**src/rtl/sifive_scope_tl_trace_capture.sv**
```systemverilog
// sifive_scope_tl_trace_capture
//   Snoops NUM_CH valid/ready channels of a TileLink bundle and records completed
//   handshake beats (payload, channel index, timestamp) into a circular trace
//   buffer. A beat on a trigger channel starts a post-trigger countdown, after
//   which the buffer freezes and is drained oldest-first over a valid/ready port.
//
// Ports
//   clock, reset       core clock, synchronous active-high reset
//   ch_valid/ch_ready  snooped handshake per channel (never driven here)
//   ch_payload         channel i payload at [i*PAYLOAD_W +: PAYLOAD_W]
//   ch_enable          per-channel capture enable
//   trig_mask          channels whose captured beat is the trigger
//   post_count         beats captured after the trigger (0..DEPTH)
//   arm                pulse: start a new capture (from IDLE or DONE)
//   rd_valid/rd_ready  readout handshake, active in DONE only
//   rd_data/rd_ch/rd_ts  oldest buffered entry (zero when rd_valid is low)
//   state              0 IDLE, 1 ARMED, 2 POST, 3 DONE
//   drop_cnt           beats lost to same-cycle collisions, saturating at 255
module sifive_scope_tl_trace_capture #(
  parameter int NUM_CH    = 5,
  parameter int PAYLOAD_W = 64,
  parameter int DEPTH     = 16,
  parameter int TS_W      = 16,
  localparam int PTR_W    = $clog2(DEPTH),
  localparam int CNT_W    = PTR_W + 1,
  localparam int CH_W     = (NUM_CH > 1) ? $clog2(NUM_CH) : 1
) (
  input  logic                        clock,
  input  logic                        reset,
  input  logic [NUM_CH-1:0]           ch_valid,
  input  logic [NUM_CH-1:0]           ch_ready,
  input  logic [NUM_CH*PAYLOAD_W-1:0] ch_payload,
  input  logic [NUM_CH-1:0]           ch_enable,
  input  logic [NUM_CH-1:0]           trig_mask,
  input  logic [CNT_W-1:0]            post_count,
  input  logic                        arm,
  output logic                        rd_valid,
  input  logic                        rd_ready,
  output logic [PAYLOAD_W-1:0]        rd_data,
  output logic [CH_W-1:0]             rd_ch,
  output logic [TS_W-1:0]             rd_ts,
  output logic [1:0]                  state,
  output logic [7:0]                  drop_cnt
);

  localparam logic [1:0] ST_IDLE  = 2'd0;
  localparam logic [1:0] ST_ARMED = 2'd1;
  localparam logic [1:0] ST_POST  = 2'd2;
  localparam logic [1:0] ST_DONE  = 2'd3;

  logic [1:0]       state_reg;
  logic [TS_W-1:0]  ts_reg;
  logic [PTR_W-1:0] wr_ptr_reg, rd_ptr_reg;
  logic [CNT_W-1:0] count_reg, remaining_reg;
  logic [7:0]       drop_reg;

  logic [PAYLOAD_W-1:0] mem_payload [DEPTH];
  logic [CH_W-1:0]      mem_ch      [DEPTH];
  logic [TS_W-1:0]      mem_ts      [DEPTH];

  logic [PAYLOAD_W-1:0] payload_arr [NUM_CH];
  logic [NUM_CH-1:0]    fire;
  logic [NUM_CH-1:0]    fire_lowest;
  logic [CH_W-1:0]      sel_ch;
  logic [3:0]           fire_cnt;
  logic                 capturing;
  logic                 trig_hit;
  logic [8:0]           drop_sum;
  logic [7:0]           drop_next;

  genvar gi;
  generate
    for (gi = 0; gi < NUM_CH; gi++) begin : g_payload
      assign payload_arr[gi] = ch_payload[gi*PAYLOAD_W +: PAYLOAD_W];
    end
  endgenerate

  assign fire        = ch_valid & ch_ready & ch_enable;
  // Isolate the lowest set bit: that channel wins the single write port.
  assign fire_lowest = fire & (~fire + NUM_CH'(1));
  assign trig_hit    = |(fire_lowest & trig_mask);
  assign capturing   = ((state_reg == ST_ARMED) || (state_reg == ST_POST)) && (|fire);

  always_comb begin
    sel_ch   = '0;
    fire_cnt = '0;
    for (int i = NUM_CH - 1; i >= 0; i--) begin
      if (fire[i]) sel_ch = CH_W'(i);
      fire_cnt = fire_cnt + 4'(fire[i]);
    end
  end

  // Only meaningful while capturing (fire_cnt >= 1); every beat past the first is lost.
  assign drop_sum  = {1'b0, drop_reg} + 9'(fire_cnt) - 9'd1;
  assign drop_next = drop_sum[8] ? 8'hFF : drop_sum[7:0];

  // Buffer storage carries no reset; validity is tracked by count_reg.
  always_ff @(posedge clock) begin
    if (!reset && capturing) begin
      mem_payload[wr_ptr_reg] <= payload_arr[sel_ch];
      mem_ch[wr_ptr_reg]      <= sel_ch;
      mem_ts[wr_ptr_reg]      <= ts_reg;
    end
  end

  always_ff @(posedge clock) begin
    if (reset) begin
      state_reg     <= ST_IDLE;
      ts_reg        <= '0;
      wr_ptr_reg    <= '0;
      rd_ptr_reg    <= '0;
      count_reg     <= '0;
      remaining_reg <= '0;
      drop_reg      <= '0;
    end else begin
      ts_reg <= ts_reg + TS_W'(1);
      case (state_reg)
        ST_IDLE: begin
          if (arm) begin
            wr_ptr_reg <= '0;
            rd_ptr_reg <= '0;
            count_reg  <= '0;
            drop_reg   <= '0;
            state_reg  <= ST_ARMED;
          end
        end
        ST_ARMED, ST_POST: begin
          if (capturing) begin
            wr_ptr_reg <= wr_ptr_reg + PTR_W'(1);
            // A full buffer drops its oldest entry to make room.
            if (count_reg == CNT_W'(DEPTH)) rd_ptr_reg <= rd_ptr_reg + PTR_W'(1);
            else                            count_reg  <= count_reg + CNT_W'(1);
            drop_reg <= drop_next;
            if (state_reg == ST_ARMED) begin
              if (trig_hit) begin
                if (post_count == '0) begin
                  state_reg <= ST_DONE;
                end else begin
                  state_reg     <= ST_POST;
                  remaining_reg <= post_count;
                end
              end
            end else begin
              remaining_reg <= remaining_reg - CNT_W'(1);
              if (remaining_reg == CNT_W'(1)) state_reg <= ST_DONE;
            end
          end
        end
        ST_DONE: begin
          if (arm) begin
            wr_ptr_reg <= '0;
            rd_ptr_reg <= '0;
            count_reg  <= '0;
            drop_reg   <= '0;
            state_reg  <= ST_ARMED;
          end else if (rd_valid && rd_ready) begin
            rd_ptr_reg <= rd_ptr_reg + PTR_W'(1);
            count_reg  <= count_reg - CNT_W'(1);
            if (count_reg == CNT_W'(1)) state_reg <= ST_IDLE;
          end
        end
        default: state_reg <= ST_IDLE;
      endcase
    end
  end

  assign rd_valid = (state_reg == ST_DONE) && (count_reg != '0);
  assign rd_data  = rd_valid ? mem_payload[rd_ptr_reg] : '0;
  assign rd_ch    = rd_valid ? mem_ch[rd_ptr_reg]      : '0;
  assign rd_ts    = rd_valid ? mem_ts[rd_ptr_reg]      : '0;
  assign state    = state_reg;
  assign drop_cnt = drop_reg;

endmodule

```
**config.mk**
```make
export PLATFORM = sky130hd
export DESIGN_NAME = sifive_scope_tl_trace_capture
export DESIGN_NICKNAME = d
export VERILOG_FILES = /design/src/rtl/sifive_scope_tl_trace_capture.sv
export SDC_FILE = /design/constraint.sdc
export NUM_CORES = 1
export LEC_CHECK = 0
export CELL_PAD_IN_SITES_DETAIL_PLACEMENT = 0
export CELL_PAD_IN_SITES_GLOBAL_PLACEMENT = 2
export CORE_MARGIN = 4
export CORE_UTILIZATION = 47
export CTS_BUF_LIST = sky130_fd_sc_hd__clkbuf_8
export DETAILED_ROUTE_END_ITERATION = 16
export PLACE_DENSITY_LB_ADDON = 0.25
export SLEW_MARGIN = 20
export SYNTH_ARGS = -nofsm -noshare
export SYNTH_HDL_FRONTEND = slang
export SYNTH_SLANG_ARGS = --single-unit
```
**constraint.sdc**
```tcl
create_clock -name clock -period 5.2 [get_ports clock]
set_input_delay 1.04 -clock clock [delete_from_list [all_inputs] [get_ports clock]]
set_output_delay 1.04 -clock clock [all_outputs]
set_load 0.05 [all_outputs]
```
# Word-level counts from Yosys, hierarchy flattened
# Memory sizes are Yosys's and may differ from the RTL's. A register that Yosys moved wholly into a read port is not among the register bits.
# Index checks and enable logic that the tools add are counted.
# W data, S select, Z words.
[word_totals] regBits=44 ram_bits=1328 in_bits=349 word_cells=115 n_memories=3
[memory_table] name="mem_payload" depth=16 width=64 read_ports=1 rd_ports_with_merged_regs=1 write_ports=1 line_no="57" text="logic [PAYLOAD_W-1:0] mem_payload [DEPTH];"
[memory_table] name="mem_ts" depth=16 width=16 read_ports=1 rd_ports_with_merged_regs=1 write_ports=1 line_no="59" text="logic [TS_W-1:0] mem_ts [DEPTH];"
[memory_table] name="mem_ch" depth=16 width=3 read_ports=1 rd_ports_with_merged_regs=1 write_ports=1 line_no="58" text="logic [CH_W-1:0] mem_ch [DEPTH];"
[op_classes] addsub=13 order_cmp=1 n_eq_ne=17 mux=50 bitwise=6 reduce_logical=18
[ops] cell="$bmux W64 S3" n=1
[ops] cell="$mux W64" n=3
[ops] cell="$mux W4" n=12
[ops] cell="$mux W5" n=8
[ops] cell="$mux W8" n=3
[ops] cell="$and A5 B5 Y5" n=4
[ops] cell="$mux W3" n=6
[ops] cell="$add A16 B1 Y16 const B" n=1
[ops] cell="$mux W16" n=1
[ops] cell="$mux W2" n=8
[ops] cell="$pmux W8 S2" n=1
[ops] cell="$pmux W5 S3" n=1
[ops] cell="$ne A2 B2 Y1 const B" n=6
[ops] cell="$ne A3 B3 Y1 const B" n=4
[ops] cell="$pmux W4 S3" n=1
[ops] cell="$reduce_and A4 Y1" n=3
[ops] cell="$add A5 B1 Y5 const B" n=2
[ops] cell="$eq A5 B1 Y1 const B" n=2
[ops] cell="$reduce_or A5 Y1" n=2
[ops] cell="$sub A5 B1 Y5 const B" n=2
[ops] cell="$add A8 B4 Y9" n=1
[ops] cell="$sub A9 B1 Y9 const B" n=1
[ops] cell="$add A4 B1 Y4 const B" n=2
[ops] cell="$pmux W4 S2" n=1
[ops] cell="22 further kinds" n=29

# Longest topological paths before layout
# Gate-level depths: netlist of the first run.
[depth] depth_word=11 ltp_mapped=13 mapped_depth_nobuf=13

# Least setup slack after synthesis of the first run
# Ideal clock, no wire load.
[synth_path] path_kind="input -> register" startpoint="input ch_enable[0]" endpoint="memory mem_ch[3][0] (netlist bit) (enable)" setup_time_ns=0.451 arrival_time_ns=4.304 required_ns=4.749 slack_ns=0.445 stages=7 path_buffers=1 cell_sequence="and3_1 > inv_1 > nand4_1 > nor2_2 > nor3b_1 > clkbuf_1 > and3_1"
[synth_between] elab_chain_len=6
[synth_lines] item="from (decl)" line_no="33" text="input logic [NUM_CH-1:0] ch_enable,"
[synth_lines] item="$and A5 B5 Y5" line_no="78" text="assign fire = ch_valid & ch_ready & ch_enable;"
[synth_lines] item="$reduce_or A5 Y1" line_no="82" text="assign capturing = ((state_reg == ST_ARMED) || (state_reg == ST_POST)) && (|fire);"
[synth_lines] item="$logic_and A1 B1 Y1" line_no="82"
[synth_lines] item="$logic_and A1 B1 Y1" line_no="99" text="if (!reset && capturing) begin"
[synth_lines] item="$mux W1" line_no="99"
[synth_lines] item="$mux W1 (implied by the code)" line_no="101" text="mem_ch[wr_ptr_reg] <= sel_ch;"
[synth_lines] item="to (decl)" line_no="58"
# No other way between the ends.

==> reports/results.txt, run 1 <==
Status: finished, final reports clean
# IOs: 443
Synth Instances: 2756
Most frequent cells in the layout: 1328 x edfxtp_1, 428 x clkdlybuf4s50_1, 415 x mux4_2, 221 x clkbuf_8, 154 x nor2b_1
Reg2Reg Setup Slack: 1670 ps
Critical path arrival: 3940 ps
Number of synthesized flops with an enable pin: 1328
Cts hold-fix bufs: 0
Clk slew on worst S/H paths: 60 ps
Minimum clock period: 4980 ps
CTS resizes: 0
Via count: 29353
Antenna violations before repair: 2
Mean post-synth cell area: 20.4 um2
Post-synthesis cell area: 56100 um2
CTS root buf: clkbuf_8
Worst vdd rail ir drop: 0.219 mV
CP startpoint kind: register
Setup Viol. Count Final: 0
Htree depth: 4
Crit Path Max Fanout: 54
Max clock buf depth: 3
TritonCTS clock tree: done
DIE HEIGHT: 354 um
RSZ-0062 raised after global routing: false
Setup CP Type: reg -> out
Final Slew Violations: 0
Final #Nets: 3732
Top Registers: mem_payload: 1024 flops, mem_ts: 256 flops, mem_ch: 48 flops
Slew HR: 25.8%
# port buffers: 442
Tcrit/Tclk final: 95.8%
Synth Warn #: 0
Static Leak: 20.9 nW
PwrDens: 361 nW/um2
CP endpoint: rd_ch[2]
Clock sinks: 1376
Vias/cell: 5.81
Routability cong.: 0.826
Final instance area: 67200 um2
Clock Latency Late Sink: 890 ps
Final hold vios: 0
Wire length per cell after detailed routing: 26.9 um
HP Class: reg -> reg
Max_cap viols: 0
Netlist cell types: 65
Core area: 118000 um2
Die W: 354 um
Die footprint: 125000 um2
Syn nets: 3140
DRT iter0 DRCs: 2679
R2r worst-path depth: 11
Tot GR Track Use: 21.7%
1st-pass router iterations: 5
Post-route ant nets: 0
Top reg by flops: mem_payload
DP Area: 63200 um2
R2R Path End: drop_cnt[0]
Pin count of the biggest net entering global routing: 81
TritonCTS Buffers: 212
Setup Total Neg Slack: 0 ps
Crit Reg-Reg Startpoint: drop_cnt[0]
DRC violations left: 0
Worst EP required: 4160 ps
DP Wirelength: 77400 um
Fill cells: 8788
Vias in the first global route: 31271
Fmax: 201 MHz
Predominant post-synthesis flop cell: edfxtp_1
Worst-margin pin slew: 1110 ps
Initial core utilization: 47.5%
Global-route wire length before repair: 201000 um
Largest register FFs: 1024
Grt total ovfl: 0
Area Growth Syn to Fin: 19.7%
Fraction of layout cells with a size suffix above 1: 24.8%
Seq cells post-synth: 1376
# rows: 126
Most common cell after layout, fill and taps aside: edfxtp_1
Final Skew: 39.9 ps
Seq/Total Area, Yosys: 72.8%
Ys async rst share: 0%
WL final: 136000 um
Crit path capture type: output port
Yosys cell counts, types with 2 or more instances:
cell	count	share of area, %
buf_6	4	0.080
a31oi_1	2	0.022
fa_1	3	0.11
ha_1	32	0.71
nor2_1	111	0.74
o211ai_1	2	0.027
nor3_1	9	0.080
mux4_2	415	17
inv_1	34	0.23
a211oi_1	64	0.86
or4b_2	2	0.036
and4_1	2	0.031
buf_1	10	0.067
a32o_1	3	0.054
edfxtp_1	1328	71
a22o_1	2	0.031
nor3b_1	3	0.040
xor2_1	12	0.19
or3_1	4	0.045
a21oi_1	144	1.3
mux2_2	2	0.040
buf_4	3	0.040
and3_1	24	0.27
nand3_1	12	0.11
dfxtp_1	48	1.7
nand4_1	13	0.14
clkbuf_1	90	0.60
a311oi_1	3	0.047
mux2i_1	68	1.2
o21ai_0	18	0.16
nor2b_1	154	1.7
buf_2	55	0.49
a22oi_1	2	0.027
or2_2	2	0.022
o31ai_1	2	0.027
nand2_1	23	0.15
nand2b_1	5	0.056
o2bb2ai_1	7	0.11
xnor2_1	13	0.20
cell type report:
| cell class | instances | area [um2] | share of cell area (%) |
|---|---|---|---|
| diodes | 3 | 7.51 | 0.0112 |
| clock buffers | 221 | 3040 | 4.53 |
| clock inverters | 155 | 753 | 1.12 |
| inverters | 34 | 128 | 0.190 |
| multi-input cells | 1183 | 14700 | 21.9 |
| flip-flops and latches | 1376 | 40900 | 60.8 |
| well taps | 1536 | 1920 | 2.86 |
| repair buffers | 541 | 5810 | 8.64 |
per-layer routing:
layer  wire length [um]  GRT usage [%]  vias up  share of wire (%)
li1                   -              -    12629                  -
met1              55500           29.3    15407                 41
met2              68000           36.4     1108                 50
met3               9030           4.40      209                6.6
met4               3280           5.97        0                2.4
met5                  0              0        -                  0
repair_timing:
item,in CTS,in global routing
setup buffers,0,1
endpoints found under the setup margin,0,2
hold endpoints to repair,0,0
report_power, final:
group          leakage, nW  internal [W]  switching (W)
clock network         2.18       0.00403        0.00406
registers             12.4        0.0125       0.000113
logic                 6.29       0.00167        0.00183
worst min path at each step:
stage                        from       end  slack, ps  depth (start not counted)
finish              rd_ptr_reg[3]  register        490                          2
global route        rd_ptr_reg[3]  register        530                          2
CTS                 rd_ptr_reg[3]  register        490                          2
detailed placement  rd_ptr_reg[3]  register        480                          2
global placement    rd_ptr_reg[3]  register        460                          2
floorplan           rd_ptr_reg[3]  register        460                          2
kinds of logic (layout without fill, tap and decap cells):
kind of cell / after synthesis / in the layout / share of synthesized area [%]
adders and majority gates: 35 / 35 / 0.820
and+or+nand+nor: 373 / 373 / 3.59
other: 0 / 3 / 0
AOI/OAI and AO/OA: 265 / 265 / 3.00
muxes: 485 / 485 / 17.9
xor gates and xnor gates: 25 / 25 / 0.390
DFF: 1376 / 1376 / 72.8
buffers and inverters: 197 / 951 / 1.53
critical path, cell delays in order (launching register included):
cell	delay, ps
dfxtp_4	570
buf_12	420
mux4_2	580
mux4_2	470
nor2b_1	230
clkdlybuf4s50_1	780
stage by stage:
stage / utilization [%] / setup slack [ps] / power (W) / hold WS (ps) / std cells
3_5_place_dp: 53.5 / 237 / 0.0164 / 484 / 4667
4_1_cts: 56.7 / 20.3 / 0.0245 / 492 / 5043
5_1_grt: 56.8 / 12.0 / 0.0253 / 525 / 5048
6_report: 56.8 / 216 / 0.0242 / 494 / 5049
3_3_place_gp: 53.5 / 293 / 0.0163 / 464 / 4667
2_1_floorplan: - / 445 / 0.0153 / 459 / 2756
(Power assumes the default switching activity.)
==> run 2: changes to the inputs <==
--- a/config.mk
+++ b/config.mk
@@ -5,6 +5,7 @@
 export SDC_FILE = /design/constraint.sdc
 export NUM_CORES = 1
 export LEC_CHECK = 0
+export ABC_AREA = 0
 export CELL_PAD_IN_SITES_DETAIL_PLACEMENT = 0
 export CELL_PAD_IN_SITES_GLOBAL_PLACEMENT = 2
 export CORE_MARGIN = 4
==> results of run 2 <==
Same layout as run 1: the final DEF is identical, and so are final timing and power.
